**config.mk**
```make
export PLATFORM = sky130hd
export DESIGN_NAME = spi_cmd_controller
export DESIGN_NICKNAME = d
export VERILOG_FILES = /design/src/rtl/spi_cmd_controller.sv
export SDC_FILE = /design/constraint.sdc
export NUM_CORES = 1
export LEC_CHECK = 0
export CORE_AREA = 5 5 98 100
export DETAILED_ROUTE_END_ITERATION = 7
export DIE_AREA = 0 0 103 105
export GPL_TIMING_DRIVEN = 0
export MAX_ROUTING_LAYER = met4
export PLACE_DENSITY = 0.84
export RECOVER_POWER = 25
export SLEW_MARGIN = 15
export SYNTH_ARGS = -nofsm -noshare
export SYNTH_HDL_FRONTEND = slang
export SYNTH_SLANG_ARGS = --single-unit
```
**constraint.sdc**
```tcl
create_clock -name clk -period 6.4 [get_ports clk]
set_clock_uncertainty 0.05 [all_clocks]
set_input_delay 1.92 -clock clk [delete_from_list [all_inputs] [get_ports clk]]
set_output_delay 1.92 -clock clk [all_outputs]
set_load 0.05 [all_outputs]
```
**src/rtl/spi_cmd_controller.sv**
```systemverilog
// Command sequencer behind spi_serdes: decodes 40-bit packets into register-bus reads/writes
// and returns a 40-bit response. Optional bus_ack timeout: define SPI_CTRL_TIMEOUT_EN.
module spi_cmd_controller #(
  parameter int PACKET_WIDTH   = 40,
  parameter int ADDR_WIDTH     = 6,
`ifdef SPI_CTRL_TIMEOUT_EN
  parameter int DATA_WIDTH     = 32,
  parameter int TIMEOUT_CYCLES = 255
`else
  parameter int DATA_WIDTH     = 32
`endif
) (
  input  logic                    clk,
  input  logic                    rst,
  input  logic [PACKET_WIDTH-1:0] rx_data,
  input  logic                    rx_valid,
  output logic [PACKET_WIDTH-1:0] tx_data,
  output logic                    tx_load,
  output logic [ADDR_WIDTH-1:0]   bus_addr,
  output logic [DATA_WIDTH-1:0]   bus_wdata,
  output logic                    bus_wr,
  output logic                    bus_rd,
  input  logic [DATA_WIDTH-1:0]   bus_rdata,
  input  logic                    bus_ack,
  output logic                    busy
);

  typedef enum logic [1:0] {
    S_IDLE,
    S_WAIT,
    S_LOAD
  } state_t;

  state_t                  state;
  state_t                  state_next;
  logic [ADDR_WIDTH-1:0]   ptr;
  logic [ADDR_WIDTH-1:0]   used_addr;
  logic [DATA_WIDTH-1:0]   resp_data;
  logic                    overrun;
  logic                    start;
  logic                    done;
  logic                    timed_out;

  // Packet fields: [39]=rnw, [38]=inc, [37:32]=addr, [31:0]=wdata.
  wire                  pkt_rnw  = rx_data[PACKET_WIDTH-1];
  wire                  pkt_inc  = rx_data[PACKET_WIDTH-2];
  wire [ADDR_WIDTH-1:0] pkt_addr = rx_data[DATA_WIDTH +: ADDR_WIDTH];

  assign used_addr = pkt_inc ? ptr : pkt_addr;
  assign busy      = (state != S_IDLE);

`ifdef SPI_CTRL_TIMEOUT_EN
  localparam int CNT_WIDTH = $clog2(TIMEOUT_CYCLES + 1);
  localparam logic [CNT_WIDTH-1:0] CNT_LAST = CNT_WIDTH'(TIMEOUT_CYCLES - 1);
  logic [CNT_WIDTH-1:0] tmo_cnt;
`endif

  // NOTE: every signal gets a default before the case so no path leaves it unassigned,
  // which would otherwise infer a latch.
  always_comb begin
    state_next = state;
    start      = 1'b0;
    done       = 1'b0;
    timed_out  = 1'b0;
    case (state)
      S_IDLE: begin
        if (rx_valid) begin
          start      = 1'b1;
          state_next = S_WAIT;
        end
      end
      S_WAIT: begin
        if (bus_ack) begin
          done       = 1'b1;
          state_next = S_LOAD;
        end
`ifdef SPI_CTRL_TIMEOUT_EN
        else if (tmo_cnt == CNT_LAST) begin
          done       = 1'b1;
          timed_out  = 1'b1;
          state_next = S_LOAD;
        end
`endif
      end
      S_LOAD:  state_next = S_IDLE;
      default: state_next = S_IDLE;
    endcase
  end

  // Reads return the bus data, writes echo what was written, timeouts return zero.
  assign resp_data = timed_out ? '0 : (bus_rd ? bus_rdata : bus_wdata);

  // NOTE: sequential state uses non-blocking assignments so every register samples
  // pre-edge values regardless of statement order.
  always_ff @(posedge clk or posedge rst) begin
    if (rst) begin
      state     <= S_IDLE;
      ptr       <= '0;
      bus_addr  <= '0;
      bus_wdata <= '0;
      bus_rd    <= 1'b0;
      bus_wr    <= 1'b0;
      tx_data   <= '0;
      tx_load   <= 1'b0;
      overrun   <= 1'b0;
    end else begin
      state   <= state_next;
      tx_load <= done;

      if (start) begin
        bus_addr  <= used_addr;
        bus_wdata <= rx_data[DATA_WIDTH-1:0];
        bus_rd    <= pkt_rnw;
        bus_wr    <= ~pkt_rnw;
        ptr       <= used_addr + 1'b1;
      end

      if (done) begin
        bus_rd  <= 1'b0;
        bus_wr  <= 1'b0;
        // A packet dropped on the ack cycle itself is still reported in this response.
        tx_data <= {timed_out, overrun | rx_valid, bus_addr, resp_data};
      end

      // Set wins over the clear that happens on the tx_load cycle.
      if (rx_valid && busy) begin
        overrun <= 1'b1;
      end else if (tx_load) begin
        overrun <= 1'b0;
      end
    end
  end

`ifdef SPI_CTRL_TIMEOUT_EN
  always_ff @(posedge clk or posedge rst) begin
    if (rst) begin
      tmo_cnt <= '0;
    end else if (start) begin
      tmo_cnt <= '0;
    end else if (state == S_WAIT) begin
      tmo_cnt <= tmo_cnt + 1'b1;
    end
  end
`endif

endmodule

```
==> flow_summary.ini <==
[outcome]
status = finished with violations
violations = capacitance limit, slew limit

[timing]
period_needed_ns = 3.761
post-route-period-util = 0.5876
finalHoldViolCount = 0
rsz0062_at_grt = false
finalSetupViolCount = 0
slew_headroom = -0.1490
drv_slew = 38
max_freq_ghz = 0.2659
worst_pin_slew_ns = 1.714
tns_ns = 0

[worst_setup_path]
ff2ff_path_depth = 5
cp-start-kind = register
crit_start = state[0]$_DFFE_PP0P_
path_class = reg2out
crit_buf_inv = 2
slowest_stage = clkdlybuf4s50_1
worst-path-max-fanout = 5
cp.arrival_ns = 1.79
cp_data_required_time_ns = 4.43
critPathCapture = busy
rrSetupSlack_ns = 4.76
r2r-end = ptr[4]$_DFFE_PP0P_
crit_cells = 3
crit_chain = nor2_1 -> inv_1 -> clkdlybuf4s50_1
cpPeakStageDelay_ns = 0.83
r2r-start = ptr[0]$_DFFE_PP0P_
path_delay_family = buffers and inverters
crit_path_end_kind = output port

[yosys]
ys_ff_latch = 89
synth.most_common_cell = nand2_1
synth_top_area_share = 0.5744
ys_seq_area_frac = 0.5744
syn_avg_cell_area_um2 = 9.598
postSynthCellCount = 404
syn-cell-area_um2 = 3877
synthTopCellsByCount = nand2_1 (163), dfrtp_1 (89), o21ai_0 (38), mux2i_1 (36), buf_2 (17)
synthFlopType = dfrtp_1
async_reset_ff_frac = 1.000
yosysTopAreaCell = dfrtp_1
syn_nets = 481
yosysUniqueCellTypes = 34
synth_top_cells_by_area = dfrtp_1 (57%), nand2_1 (16%), mux2i_1 (9.3%)
ys_warn_count = 0
synth-edff-count = 0

[floorplan]
ioPinCount = 158
coreArea_um2 = 8593
rows = 34
die_h_um = 105
die_x_um = 103
initial_core_util = 0.4512
dieArea_um2 = 10820

[place]
portBuffers = 154
dpl.hpwl_mm = 8.806
gp_congestion = 0.8086

[routing]
drc = 0
detail_route.vias_per_cell = 5.107
dr.pass1.iters = 4
num_vias = 3478
routed_wl_mm = 11.39
wire_per_inst_um = 16.73
antenna_left = 0
drt_iter0_markers = 147

[clock_network]
clk_latency_ns = 0.35
h-tree-depth = 3
cts_buffers = 9
cts.path.max_buffers = 2
hold_buffers = 0
cts_sinks = 89
postCtsSetupRepairBufs = 0
cts_resized = 0
clkTransAtPathRegs_ns = 0.08
cts_tree = done
ctsRootBufferMaster = clkbuf_8

[final_layout]
nFillCells = 666
layout.nets = 647
seqCellArea_um2 = 2227
drive_gt1_frac = 0.07504
multiInputGateArea_um2 = 1494
area_growth_pct = 48.73
antenna_cells = 0

[pwr]
leakagePower_nw = 2.654
p_total_mw = 3.359
p_per_area_nw_per_um2 = 582.5
ir_drop_uv = 323.2

[global_route]
overflow = 0
grt_usage = 0.2214
first_global_vias = 3638
antenna_found_initial = 0
grt_pass1_wl_mm = 18.19
grt_start_max_net_pins = 53

[flow_run]
maxCapViolCount = 1

[min_path]
min_path_type = reg2reg
min_from = tx_data[15]$_DFFE_PP0P_
## power by group
| group | total (mW) | internal (mW) | switching [mW] |
|---|---|---|---|
| clock | 0.372 | 0.187 | 0.185 |
| combinational | 1.98 | 0.658 | 1.32 |
| sequential | 1.01 | 0.820 | 0.192 |
## worst reg2reg max path, stage by stage (launching register included)
cell and delay (ns):
dfrtp_1 0.41, mux2_2 0.29, ha_1 0.27, a311o_1 0.34, o31ai_1 0.07, a21oi_1 0.09
## cell type report
cell class              count  area share
well taps                 108     0.02343
multi-input cells         283      0.2591
plain buffers              25     0.02256
flip-flops and latches     89      0.3862
clock inverters             3    0.007377
repair buffers            155      0.2721
clock buffers              11     0.02452
inverters                   7    0.004773
## flip-flops by register name (all words and copies together) (netlist names)
name	flops
overrun	1
bus_wdata	32
state	2
bus_wr	1
tx_load	1
bus_rd	1
tx_data	39
bus_addr	6
ptr	6
## logic make-up after synthesis
| group | Yosys count | synth area share |
|---|---|---|
| mux | 38 | 0.09874 |
| other cells | 1 | 0.0009671 |
| flops | 89 | 0.5744 |
| compound gates | 60 | 0.08777 |
| buf+inv | 32 | 0.04034 |
| fa+ha+maj | 1 | 0.003226 |
| simple gates | 181 | 0.1901 |
| xor+xnor | 2 | 0.004518 |
## metrics by stage
step | hold slack [ns] | cells | utilization | instance area [um^2] | setup WS, ns
2_1_floorplan | 0.4301 | 404 | - | 3877 | 2.123
6_report | 0.4340 | 681 | 0.6711 | 5767 | 2.639
4_1_cts | 0.4387 | 681 | 0.6712 | 5768 | 2.613
3_3_place_gp | 0.4112 | 666 | 0.6463 | 5554 | 0.8268
5_1_grt | 0.4611 | 681 | 0.6711 | 5767 | 2.538
3_5_place_dp | 0.4193 | 667 | 0.6498 | 5584 | 2.790
## worst min path at each step
| stage | slack, ns | cells past startpoint | to |
|---|---|---|---|
| 3_3_place_gp | 0.41 | 2 | tx_data[36]$_DFFE_PP0P_ |
| 5_1_grt | 0.46 | 2 | tx_data[9]$_DFFE_PP0P_ |
| 6_report | 0.43 | 2 | tx_data[15]$_DFFE_PP0P_ |
| 3_5_place_dp | 0.42 | 2 | tx_data[15]$_DFFE_PP0P_ |
| 2_1_floorplan | 0.43 | 1 | overrun$_DFFE_PP0P_ |
| 4_1_cts | 0.44 | 2 | tx_data[15]$_DFFE_PP0P_ |
## cells in the final DEF, fill, tap and decap left out, types with 2 or more instances in the layout
master and instances:
buf_4 2, nand2_1 163, o21ai_1 2, inv_1 6, clkbuf_8 10, xnor2_1 2, a32oi_1 2, clkbuf_1 6
a21oi_1 9, mux2_2 2, mux2i_1 36, nor2_1 9, o21ai_0 38, dfrtp_1 89, clkdlybuf4s50_1 152, dlygate4sd3_1 2
nand3_1 2, buf_2 17
## layer usage
layer	global-route usage	wire length, um	vias up
li1	-	-	1648
met1	0.2689	4703	1682
met2	0.3653	5743	127
met3	0.05730	739	21
met4	0.05735	204	0
met5	-	0	-
(Power assumes the default switching activity.)
